==> config.mk <==
export PLATFORM = sky130hd
export DESIGN_NAME = mem_port_arbiter_flat
export DESIGN_NICKNAME = d
export VERILOG_FILES = /design/src/rtl/mem_port_arbiter_if.sv /design/src/rtl/mem_port_arbiter.sv /design/src/flat_wrapper.sv
export SDC_FILE = /design/constraint.sdc
export NUM_CORES = 1
export LEC_CHECK = 0
export CORE_UTILIZATION = 39
export CTS_CLUSTER_SIZE = 28
export DETAILED_ROUTE_END_ITERATION = 12
export HOLD_SLACK_MARGIN = 0.03
export PLACE_DENSITY_LB_ADDON = 0.25
export SKIP_CTS_REPAIR_TIMING = 1
export SYNTH_ARGS = -nofsm -noshare
export SYNTH_HDL_FRONTEND = slang
export SYNTH_SLANG_ARGS = --single-unit
==> constraint.sdc <==
create_clock -name CLK -period 3.9 [get_ports CLK]
set_clock_uncertainty 0.2 [all_clocks]
set_input_delay 0.585 -clock CLK [delete_from_list [all_inputs] [get_ports CLK]]
set_output_delay 0.585 -clock CLK [all_outputs]
set_load 0.02 [all_outputs]
==> src/rtl/mem_port_arbiter_if.sv <==
// Bus bundle between mem_port_arbiter and its two requesters plus the data memory.
// The slave modport is the arbiter's view of the bus. The master modport is the environment's
// view: the two requesters and the memory, which supplies MEM_RD.
interface mem_port_arbiter_if #(
    parameter int DW = 16,
    parameter int AW = 8
);
    logic          REQ0;
    logic          REQ1;
    logic          WE0;
    logic          WE1;
    logic [AW-1:0] ADDR0;
    logic [AW-1:0] ADDR1;
    logic [DW-1:0] WD0;
    logic [DW-1:0] WD1;
    logic          ACK0;
    logic          ACK1;
    logic [DW-1:0] RD0;
    logic [DW-1:0] RD1;
    logic [AW-1:0] MEM_ADDR;
    logic [DW-1:0] MEM_WD;
    logic          MEM_EN;
    logic [DW-1:0] MEM_RD;
    logic          BUSY;

    modport slave (
        input  REQ0, REQ1, WE0, WE1, ADDR0, ADDR1, WD0, WD1, MEM_RD,
        output ACK0, ACK1, RD0, RD1, MEM_ADDR, MEM_WD, MEM_EN, BUSY
    );

    modport master (
        output REQ0, REQ1, WE0, WE1, ADDR0, ADDR1, WD0, WD1, MEM_RD,
        input  ACK0, ACK1, RD0, RD1, MEM_ADDR, MEM_WD, MEM_EN, BUSY
    );
endinterface

==> src/rtl/mem_port_arbiter.sv <==
// Two-requester round-robin arbiter with power-up clear for a single-port data memory.
//
// state    | meaning
// ---------+-----------------------------------------------------------
// ST_CLEAR | writing CLR_VAL to address cnt, one word per cycle; BUSY=1
// ST_ARB   | one granted access per cycle, registered ACK/RD next cycle
module mem_port_arbiter #(
    parameter int          DW      = 16,
    parameter int          AW      = 8,
    parameter logic [DW-1:0] CLR_VAL = '0
) (
    input  logic             CLK,
    input  logic             RST_N,
    mem_port_arbiter_if.slave bus
);

    typedef enum logic {
        ST_CLEAR = 1'b0,
        ST_ARB   = 1'b1
    } state_t;

    state_t        state;
    state_t        state_nxt;
    logic [AW-1:0] cnt;
    logic          last;
    logic          ack0;
    logic          ack1;
    logic [DW-1:0] rd0;
    logic [DW-1:0] rd1;
    logic          ereq0;
    logic          ereq1;
    logic          gnt0;
    logic          gnt1;

    // A held REQ is masked during its own ACK cycle so it cannot be granted twice.
    assign ereq0 = bus.REQ0 & ~ack0;
    assign ereq1 = bus.REQ1 & ~ack1;

    // State register plus clear counter, round-robin history and registered responses.
    always_ff @(posedge CLK) begin
        if (!RST_N) begin
            state <= ST_CLEAR;
            cnt   <= '0;
            last  <= 1'b1;
            ack0  <= 1'b0;
            ack1  <= 1'b0;
            rd0   <= '0;
            rd1   <= '0;
        end else begin
            state <= state_nxt;
            if (state == ST_CLEAR) begin
                cnt <= cnt + 1'b1;
            end
            ack0 <= gnt0;
            ack1 <= gnt1;
            // MEM_RD is still the pre-write word at this edge, giving read-before-write.
            if (gnt0) begin
                rd0  <= bus.MEM_RD;
                last <= 1'b0;
            end
            if (gnt1) begin
                rd1  <= bus.MEM_RD;
                last <= 1'b1;
            end
        end
    end

    // Leave the clear once the top address has been written.
    always_comb begin
        state_nxt = state;
        case (state)
            ST_CLEAR: if (cnt == {AW{1'b1}}) state_nxt = ST_ARB;
            ST_ARB:   state_nxt = ST_ARB;
            default:  state_nxt = ST_CLEAR;
        endcase
    end

    // Grant decision and memory-side drive; on a tie the requester not served last wins.
    always_comb begin
        gnt0         = 1'b0;
        gnt1         = 1'b0;
        bus.MEM_EN   = 1'b0;
        bus.MEM_ADDR = '0;
        bus.MEM_WD   = '0;
        case (state)
            ST_CLEAR: begin
                bus.MEM_EN   = 1'b1;
                bus.MEM_ADDR = cnt;
                bus.MEM_WD   = CLR_VAL;
            end
            ST_ARB: begin
                gnt0 = ereq0 & (~ereq1 | last);
                gnt1 = ereq1 & (~ereq0 | ~last);
                if (gnt0) begin
                    bus.MEM_EN   = bus.WE0;
                    bus.MEM_ADDR = bus.ADDR0;
                    bus.MEM_WD   = bus.WD0;
                end else if (gnt1) begin
                    bus.MEM_EN   = bus.WE1;
                    bus.MEM_ADDR = bus.ADDR1;
                    bus.MEM_WD   = bus.WD1;
                end
            end
            default: ;
        endcase
    end

    assign bus.ACK0 = ack0;
    assign bus.ACK1 = ack1;
    assign bus.RD0  = rd0;
    assign bus.RD1  = rd1;
    assign bus.BUSY = (state == ST_CLEAR);

endmodule

==> src/flat_wrapper.sv <==
// flat-port wrapper written by rule: the top's interface ports become plain ports
module mem_port_arbiter_flat 
#(
    parameter int          DW      = 16,
    parameter int          AW      = 8,
    parameter logic [DW-1:0] CLR_VAL = '0
)
  (CLK, RST_N, bus_REQ0, bus_REQ1, bus_WE0, bus_WE1, bus_ADDR0, bus_ADDR1, bus_WD0, bus_WD1, bus_MEM_RD, bus_ACK0, bus_ACK1, bus_RD0, bus_RD1, bus_MEM_ADDR, bus_MEM_WD, bus_MEM_EN, bus_BUSY);
  mem_port_arbiter_if #(.DW(DW), .AW(AW)) bus_i ();
  input  logic CLK;
  input  logic RST_N;
  input wire logic [$bits(bus_i.REQ0)-1:0] bus_REQ0;
  input wire logic [$bits(bus_i.REQ1)-1:0] bus_REQ1;
  input wire logic [$bits(bus_i.WE0)-1:0] bus_WE0;
  input wire logic [$bits(bus_i.WE1)-1:0] bus_WE1;
  input wire logic [$bits(bus_i.ADDR0)-1:0] bus_ADDR0;
  input wire logic [$bits(bus_i.ADDR1)-1:0] bus_ADDR1;
  input wire logic [$bits(bus_i.WD0)-1:0] bus_WD0;
  input wire logic [$bits(bus_i.WD1)-1:0] bus_WD1;
  input wire logic [$bits(bus_i.MEM_RD)-1:0] bus_MEM_RD;
  output wire logic [$bits(bus_i.ACK0)-1:0] bus_ACK0;
  output wire logic [$bits(bus_i.ACK1)-1:0] bus_ACK1;
  output wire logic [$bits(bus_i.RD0)-1:0] bus_RD0;
  output wire logic [$bits(bus_i.RD1)-1:0] bus_RD1;
  output wire logic [$bits(bus_i.MEM_ADDR)-1:0] bus_MEM_ADDR;
  output wire logic [$bits(bus_i.MEM_WD)-1:0] bus_MEM_WD;
  output wire logic [$bits(bus_i.MEM_EN)-1:0] bus_MEM_EN;
  output wire logic [$bits(bus_i.BUSY)-1:0] bus_BUSY;
  assign bus_i.REQ0 = bus_REQ0;
  assign bus_i.REQ1 = bus_REQ1;
  assign bus_i.WE0 = bus_WE0;
  assign bus_i.WE1 = bus_WE1;
  assign bus_i.ADDR0 = bus_ADDR0;
  assign bus_i.ADDR1 = bus_ADDR1;
  assign bus_i.WD0 = bus_WD0;
  assign bus_i.WD1 = bus_WD1;
  assign bus_i.MEM_RD = bus_MEM_RD;
  assign bus_ACK0 = bus_i.ACK0;
  assign bus_ACK1 = bus_i.ACK1;
  assign bus_RD0 = bus_i.RD0;
  assign bus_RD1 = bus_i.RD1;
  assign bus_MEM_ADDR = bus_i.MEM_ADDR;
  assign bus_MEM_WD = bus_i.MEM_WD;
  assign bus_MEM_EN = bus_i.MEM_EN;
  assign bus_BUSY = bus_i.BUSY;
  mem_port_arbiter #(.DW(DW), .AW(AW), .CLR_VAL(CLR_VAL)) u_core (.CLK(CLK), .RST_N(RST_N), .bus(bus_i));
endmodule
==> impl_results.md, run 1 <==
* Result of the run: completed
* Worst rel slew slack at 36.4%
* Area Overhead vs Synth at 68.9%
* TNS Setup at 0 ns
* DRC violation count after routing at 0
* Most common library cell in the layout ignoring fill and taps: sky130_fd_sc_hd__clkdlybuf4s50_1
* Vias in the first global route at 1880
* Clock tree from TritonCTS: built
* Minimum setup slack among reg-to-reg paths at 1.71 ns
* Maximum number of pins on one net before global-route repair at 61
* Sequential cell area fraction in the yosys report at 43.3%
* Total of flip-flops plus latches after synthesis at 44
* Worst Setup SP: bus_REQ1
* Beginning of the worst register-to-register path: u_core.state
* Ratio of routed vias to standard cells at 4.97
* Setup-failing EPs final at 0
* Final core area utilization at 70.4%
* Most frequent cells in the layout: sky130_fd_sc_hd__clkdlybuf4s50_1 (128), sky130_fd_sc_hd__nand2_1 (49), sky130_fd_sc_hd__dfxtp_1 (44)
* DP HPWL at 4410 um
* WL/cell at 14.6 um
* Power Dens Cells at 248 nW/um2
* Full die area at 5510 um2
* Diodes inserted at 0
* Filler Cell Count at 397
* Transition time of the tightest slew-check pin at 0.954 ns
* Max-slew violation count at 0
* Vias at 2029
* Count of boundary I/O pins at 130
* Cell repeated most along the worst path: sky130_fd_sc_hd__clkdlybuf4s50_1
* Kind of launch point of the worst setup path: input port
* Floorplan core area at 4880 um2
* Finished layout cell area at 3430 um2
* WP data required at 3.12 ns
* Worst vdd ir at 0.000238 V
* Die Span Y at 74.2 um
* Crit path cell chain: clkdlybuf4s50_1 -> or3b_1 -> and3_2 -> a221o_1 -> clkdlybuf4s50_1
* Worst Hold Depth at 2
* Count of nets after finishing at 411
* Cells after synthesis at 219
* Summed instance area of the synthesized netlist at 2030 um2
* End point of the most critical hold path: u_core.bus.RD1[15]
* Later-pin clock latency in the skew report at 0.30 ns
* Per-instance average area after synthesis at 9.28 um2
* CP peak stage delay at 0.54 ns
* Clock slew at the register clock pins of the worst setup and hold paths at 0.08 ns
* Total grt overflow at 0
* Largest fanout on the critical path at 25
* Post-Synthesis Net Count at 290
* Maximum clock frequency at 0.289 GHz
* Critical-path top delay cell: sky130_fd_sc_hd__clkdlybuf4s50_1
* Arrival time worst endpoint at 2.68 ns
* End of the worst register-to-register path: u_core.bus.RD0[10]
* Total wire length at 5940 um
* Final Total Pwr at 852 uW
* Initial antenna violation count at 0
* Post-route antenna net violation count at 0
* Cell area after placement at 3340 um2
* Distinct cells, synth at 26
* CTS H-Tree Depth at 2
* First-pass GRT wire length at 8810 um
* Fraction of final layout cells with drive strength greater than 1 at 3.81%
* RSZ-0062 raised after global routing: no
* Share of synthesized registers carrying an async set or reset at 0%
* Tightest Hold Check Type: flop to flop
* Iter 0 DRT Violations at 77
* Setup CP Type: input port to primary output
* CTS max path bufs at 2
* Yosys warnings at 0
* Critical Path Sink Type: primary output
* P_leak at 0.00121 uW
* Chip Width at 74.2 um
* Cell family with most CP delay: buffers and inverters
* Routability-driven placement congestion ratio at 0.724
* FP Rows at 25
* Worst min-delay path startpoint: u_core.bus.RD1[15]
* Shortest period the worst path allows at 3.46 ns
* Inserted Clock Buffers at 5
* Critical path buffers and inverters at 2
* Clock tree root driver cell: sky130_fd_sc_hd__clkbuf_8
* Final hold violation count at 0
* Number of enable-type register cells in the synthesized netlist at 0
* Number of detailed-routing iterations run before antenna repair at 5
* Commonest register cell after synthesis: sky130_fd_sc_hd__dfxtp_1
* Number of buffers inserted by port buffering at 129
* GRT Overall Usage at 21.1%
* Fraction of the cycle the final worst path needs at 88.8%
* Starting density of the core at 41.7%
* TritonCTS sink count at 44
* Number of cells on the worst reg-to-reg path at 3
* Reported max-cap violation count at 0
-- Yosys cell counts, types with 4 or more instances --
| library cell | instances | area, um2 |
|---|---|---|
| sky130_fd_sc_hd__clkbuf_1 | 11 | 41.3 |
| sky130_fd_sc_hd__a22o_1 | 16 | 140 |
| sky130_fd_sc_hd__a221o_1 | 8 | 80.1 |
| sky130_fd_sc_hd__and2_1 | 6 | 37.5 |
| sky130_fd_sc_hd__nand2_1 | 49 | 184 |
| sky130_fd_sc_hd__dfxtp_1 | 44 | 881 |
| sky130_fd_sc_hd__mux2i_1 | 33 | 330 |
| sky130_fd_sc_hd__nand3_1 | 6 | 30.0 |
| sky130_fd_sc_hd__buf_2 | 5 | 25.0 |
| sky130_fd_sc_hd__o21ai_0 | 4 | 20.0 |
| sky130_fd_sc_hd__nor2b_1 | 11 | 68.8 |
-- per-layer routing --
layer | vias up | GRT usage, % | share of wire [%]
met5 | - | 0 | 0
met4 | 0 | 7.05 | 1.3
met3 | 7 | 7.72 | 10
li1 | 1009 | - | -
met2 | 78 | 36.6 | 48
met1 | 935 | 24.0 | 41
-- where the power goes --
part	internal, uW	switching [uW]	total [uW]
Sequential	451	3.27	455
Combinational	73.8	32.1	106
Clock	144	147	291
-- worst min-delay path: stages (launching register included) --
cell,delay [ns]
sky130_fd_sc_hd__dfxtp_1,0.31
sky130_fd_sc_hd__nand2_1,0.05
sky130_fd_sc_hd__mux2i_1,0.05
-- logic make-up (layout without fill, tap and decap cells) --
kind of cell | Yosys count | count (layout) | share of synthesized area, %
AO/OA/AOI/OAI | 32 | 32 | 13.3
multiplexers | 33 | 33 | 16.2
AND/OR/NAND/NOR | 86 | 86 | 20.5
buffers and inverters | 20 | 142 | 4.74
XOR/XNOR | 3 | 3 | 1.29
adder cells (fa/ha/maj) | 1 | 1 | 0.615
flip-flops | 44 | 44 | 43.3
-- final cells by class --
type	instances	area, um2	share of cell area [%]
Multi-Input combinational cell	155	1060	30.8
Tap cell	67	83.8	2.44
Clock buffer	7	86.3	2.51
Inverter	2	7.51	0.219
Timing Repair Buffer	132	1310	38.1
Sequential cell	44	881	25.7
Clock inverter	1	7.51	0.219
-- through the flow --
| stage | instances | setup slack [ns] | hold slack (ns) |
|---|---|---|---|
| after CTS | 408 | 0.440 | 0.267 |
| after global placement | 400 | 0.459 | 0.241 |
| after global routing | 408 | 0.367 | 0.278 |
| after detailed placement | 400 | 0.439 | 0.250 |
| after floorplan | 219 | 1.39 | 0.272 |
| final | 408 | 0.437 | 0.261 |
-- worst max path at each step --
stage                       to  slack, ns  depth (start not counted)
2_1_floorplan  bus_MEM_ADDR[1]       1.39                          5
3_3_place_gp   bus_MEM_ADDR[6]       0.46                          5
3_5_place_dp   bus_MEM_ADDR[5]       0.44                          5
4_1_cts        bus_MEM_ADDR[5]       0.44                          5
5_1_grt        bus_MEM_ADDR[7]       0.37                          5
6_report       bus_MEM_ADDR[5]       0.44                          5
-- state kept, by name, indices dropped and copies added (netlist names) --
register and cells:
u_core.bus.RD1 16, u_core.bus.ACK1 1, u_core.bus.ACK0 1, u_core.cnt 8
u_core.last 1, u_core.bus.RD0 16, u_core.state 1
No activity file was read; power rests on OpenSTA's default activity.
==> inputs of run 2 (changes only) <==
- CORE_UTILIZATION: 39 -> 33
- MAX_ROUTING_LAYER: not set -> met4
- clock period: 3.9 -> 3 ns (I/O delays scaled with it)
==> impl_results.md, run 2 (synthesis gave the netlist of run 1 again) <==
* Initial antenna violation count at 0
* Met3 demand-to-capacity share in global routing at 4.55%
* Diodes inserted at 0
* Global-route met2 utilization at 28.1%
* Area Overhead vs Synth at 79.8%
* Die Span Y at 80.5 um
* Worst rel slew slack at 34.9%
* P_leak at 0.00174 uW
* CP peak stage delay at 0.48 ns
* Inserted Clock Buffers at 5
* Routability-driven placement congestion ratio at 0.734
* CTS H-Tree Depth at 2
* Setup-failing EPs final at 0
* Fraction of the cycle the final worst path needs at 91.7%
* GRT Overall Usage at 17.4%
* Worst Setup SP: bus_REQ1
* Most common library cell in the layout ignoring fill and taps: sky130_fd_sc_hd__clkdlybuf4s50_1
* Cell family with most CP delay: buffers and inverters
* Critical-path top delay cell: sky130_fd_sc_hd__clkdlybuf4s50_1
* Post-route antenna net violation count at 0
* Critical path depth at 6
* First-pass GRT wire length at 8610 um
* Placed cells at 420
* Kind of launch point of the worst setup path: input port
* Filler Cell Count at 519
* DP HPWL at 4290 um
* Iter 0 DRT Violations at 80
* Tightest Hold Check Type: flop to flop
* Clock tree from TritonCTS: built
* Combined area of the multi-input logic cells at 1060 um2
* Maximum clock frequency at 0.364 GHz
* Area occupied by registers at 881 um2
* Critical Path Sink Type: primary output
* Total wire length at 5730 um
* Arrival time worst endpoint at 2.10 ns
* Power Dens Cells at 334 nW/um2
* Worst setup path endpoint: bus_MEM_WD[12]
* Starting density of the core at 34.3%
* Vias at 2033
* Worst vdd ir at 0.000310 V
* Number of buffers inserted by port buffering at 129
* Minimum setup slack among reg-to-reg paths at 1.23 ns
* Ratio of routed vias to standard cells at 4.75
* FP Rows at 28
* CTS max path bufs at 2
* Number of cells on the worst reg-to-reg path at 5
* Global routing's busiest layer: met2
* Setup CP Type: input port to primary output
* Final hold violation count at 0
* Fraction of final layout cells with drive strength greater than 1 at 7.37%
* Most frequent cells in the layout: sky130_fd_sc_hd__clkdlybuf4s50_1 (104), sky130_fd_sc_hd__nand2_1 (49), sky130_fd_sc_hd__dfxtp_1 (44)
* Clock slew at the register clock pins of the worst setup and hold paths at 0.08 ns
* Clock tree root driver cell: sky130_fd_sc_hd__clkbuf_8
* Full die area at 6480 um2
* Floorplan core area at 5920 um2
* Critical path buffers and inverters at 3
* Worst Hold Depth at 2
* TritonCTS sink count at 44
* Shortest period the worst path allows at 2.75 ns
* Count of boundary I/O pins at 130
* Reported max-cap violation count at 0
* Met1 Resource Use GR at 21.2%
* Largest fanout on the critical path at 13
* Result of the run: completed
* WL/cell at 13.4 um
* WP data required at 2.35 ns
* Final Total Pwr at 1220 uW
* Crit path cell chain: clkdlybuf4s50_1 -> or3b_1 -> and3_4 -> buf_12 -> a22o_1 -> dlymetal6s2s_1
* Worst hold slack after final layout at 0.259 ns
* Chip Width at 80.5 um
* Post-route setup slack at 0.250 ns
* Transition time of the tightest slew-check pin at 0.977 ns
* Number of detailed-routing iterations run before antenna repair at 4
* Max-slew violation count at 0
* Beginning of the worst register-to-register path: u_core.last
* Post-Layout Cell Count at 428
* DRC violation count after routing at 0
* Maximum number of pins on one net before global-route repair at 61
* Total grt overflow at 0
* Count of nets after finishing at 423
* Vias in the first global route at 1854
* RSZ-0062 raised after global routing: no
* Worst setup slack before clock tree synthesis at -0.160 ns
* End of the worst register-to-register path: u_core.bus.ACK0
* Later-pin clock latency in the skew report at 0.29 ns
==> run 2: worst min-delay path, cell delays in order, from the launching register on <==
cell and delay [ns]:
sky130_fd_sc_hd__dfxtp_1 0.31, sky130_fd_sc_hd__nand2_1 0.05, sky130_fd_sc_hd__mux2i_1 0.05
==> run 2: cell type report <==
| cell class | instances | share of cell area, % |
|---|---|---|
| inverters | 2 | 0.205 |
| repair buffers | 144 | 40.6 |
| clock buffers | 7 | 2.64 |
| clock inverters | 1 | 0.822 |
| well taps | 75 | 2.57 |
| multi-input cells | 155 | 29.1 |
| flip-flops and latches | 44 | 24.1 |
==> run 2: where the power goes <==
| part | internal, uW | switching [uW] |
|---|---|---|
| registers | 587 | 4.27 |
| clock network | 294 | 193 |
| logic | 97.9 | 43.0 |
==> run 2: worst min-delay path by stage <==
stage,from,end,slack [ns]
floorplan,u_core.cnt[6],u_core.cnt[6],0.27
global placement,u_core.bus.RD1[8],u_core.bus.RD1[8],0.24
detailed placement,u_core.bus.RD0[5],u_core.bus.RD0[5],0.25
CTS,u_core.bus.RD0[5],u_core.bus.RD0[5],0.26
global route,u_core.bus.RD0[8],u_core.bus.RD0[8],0.27
finish,u_core.bus.RD1[1],u_core.bus.RD1[1],0.26
==> run 2: per-layer routing <==
metal | vias to the layer above | part of all wire [%]
met5 | - | 0
met4 | 0 | 0.63
met3 | 2 | 8.4
met2 | 73 | 48
met1 | 928 | 43
li1 | 1030 | -
==> run 2: metrics by stage <==
step	area, um2	utilization [%]	TNS, ns
6_report	3650	61.7	0
5_1_grt	3650	61.7	0
4_1_cts	3590	60.7	-3.60
3_5_place_dp	3460	58.5	-3.38
3_3_place_gp	3460	58.5	-2.60
2_1_floorplan	2030	-	0
==> inputs of run 3 (changes only) <==
- CAP_MARGIN: not set -> 20
- CORE_UTILIZATION: 33 -> 36
- clock period: 3 -> 2.7 ns (I/O delays scaled with it)
==> impl_results.md, run 3 (synthesis gave the netlist of run 1 again) <==
* Filler Cell Count at 435
* Fraction of final layout cells with drive strength greater than 1 at 6.32%
* DP HPWL at 4480 um
* Result of the run: completed
* End point of the most critical hold path: u_core.bus.RD0[6]
* Total wire length at 6280 um
* Reported max-cap violation count at 0
* Maximum clock frequency at 0.377 GHz
* CTS H-Tree Depth at 2
* Critical-path top delay cell: sky130_fd_sc_hd__clkdlybuf4s50_1
* TritonCTS sink count at 44
* Setup-failing EPs final at 0
* Vias at 2063
* Count of nets after finishing at 418
* Starting density of the core at 38.6%
* Vias in the first global route at 1981
* WL/cell at 15.0 um
* Number of buffers inserted by port buffering at 129
* Worst rel slew slack at 64.0%
* Clock tree root driver cell: sky130_fd_sc_hd__clkbuf_8
* DRC violation count after routing at 0
* Routability-driven placement congestion ratio at 0.802
* Power Dens Cells at 345 nW/um2
* Worst min-delay path startpoint: u_core.bus.RD0[6]
* Placed cells at 409
* Number of detailed-routing iterations run before antenna repair at 4
* Iter 0 DRT Violations at 82
* Worst vdd ir at 0.000321 V
* GRT Overall Usage at 21.5%
* Post-Layout Cell Count at 418
* Clock slew at the register clock pins of the worst setup and hold paths at 0.08 ns
* Critical Path Sink Type: primary output
* Inserted Clock Buffers at 5
* Clock tree from TritonCTS: built
* Diodes inserted at 0
* Minimum setup slack among reg-to-reg paths at 0.96 ns
* Setup CP Type: input port to primary output
* Most frequent cells in the layout: sky130_fd_sc_hd__clkdlybuf4s50_1 (104), sky130_fd_sc_hd__nand2_1 (49), sky130_fd_sc_hd__dfxtp_1 (44)
* CP peak stage delay at 0.46 ns
* P_leak at 0.00169 uW
* Total grt overflow at 0
* WP data required at 2.10 ns
* Area Overhead vs Synth at 75.8%
* Post-route setup slack at 0.0454 ns
* End of the worst register-to-register path: u_core.bus.ACK0
* Later-pin clock latency in the skew report at 0.29 ns
* Final hold violation count at 0
* Crit path cell chain: clkdlybuf4s50_1 -> or3b_4 -> and3_4 -> a221o_1 -> dlymetal6s2s_1
* Beginning of the worst register-to-register path: u_core.last
* Full die area at 5950 um2
* Die Span Y at 77.2 um
* Initial antenna violation count at 0
* Maximum number of pins on one net before global-route repair at 61
* Worst setup slack before clock tree synthesis at -0.427 ns
* Kind of launch point of the worst setup path: input port
* Max-slew violation count at 0
* CTS max path bufs at 2
* RSZ-0062 raised after global routing: no
* Largest fanout on the critical path at 12
* First-pass GRT wire length at 9820 um
* Worst Hold Depth at 2
* Ratio of routed vias to standard cells at 4.94
* Shortest period the worst path allows at 2.65 ns
* Fraction of the cycle the final worst path needs at 98.3%
* FP Rows at 26
* Tightest Hold Check Type: flop to flop
* Final Total Pwr at 1230 uW
* Combined area of the multi-input logic cells at 1080 um2
* Post-route antenna net violation count at 0
* Chip Width at 77.2 um
* Count of boundary I/O pins at 130
* Number of cells on the worst reg-to-reg path at 4
* Floorplan core area at 5270 um2
* Arrival time worst endpoint at 2.05 ns
* Transition time of the tightest slew-check pin at 0.539 ns
* Area occupied by registers at 881 um2
* Most common library cell in the layout ignoring fill and taps: sky130_fd_sc_hd__clkdlybuf4s50_1
* Worst Setup SP: bus_REQ1
-- run 3: metal layers --
metal	GRT usage, %	vias to the layer above	routed length [um]
met2	37.0	87	3040
met1	24.5	948	2640
met4	4.53	0	61
li1	-	1021	-
met3	6.55	7	533
met5	-	-	0
-- run 3: critical path: cells and delay by family --
family	cells	cell delay (ns)
compound gates	1	0.31
simple gates	2	0.65
buf+inv	2	0.68
-- run 3: how the worst max path moves through the flow --
stage | to | slack (ns) | cells after the start
global route | bus_MEM_ADDR[5] | 0.01 | 5
global placement | bus_MEM_ADDR[5] | -0.38 | 5
finish | bus_MEM_ADDR[5] | 0.05 | 5
CTS | bus_MEM_ADDR[5] | -0.43 | 5
floorplan | bus_MEM_ADDR[1] | 0.55 | 5
detailed placement | bus_MEM_ADDR[5] | -0.43 | 5
-- run 3: cell type report --
class	instances	share of cell area, %
multi-input cells	156	30.2
inverters	2	0.210
clock buffers	7	2.42
repair buffers	138	39.9
clock inverters	1	0.210
flip-flops and latches	44	24.6
well taps	70	2.45
-- run 3: where the power goes --
part | leakage (uW) | internal (uW) | total, uW | switching (uW)
registers | 0.000355 | 652 | 656 | 4.43
clock network | 0.0000445 | 208 | 417 | 209
logic | 0.00129 | 110 | 159 | 49.2
-- run 3: per-stage QoR --
stage / TNS [ns] / util [%] / hold slack (ns) / cell area (um2)
2_1_floorplan: 0 / - / 0.272 / 2030
3_3_place_gp: -7.42 / 64.5 / 0.242 / 3400
4_1_cts: -7.88 / 66.3 / 0.262 / 3490
6_report: 0 / 67.8 / 0.259 / 3570
5_1_grt: 0 / 67.8 / 0.282 / 3570
3_5_place_dp: -7.88 / 64.5 / 0.248 / 3400
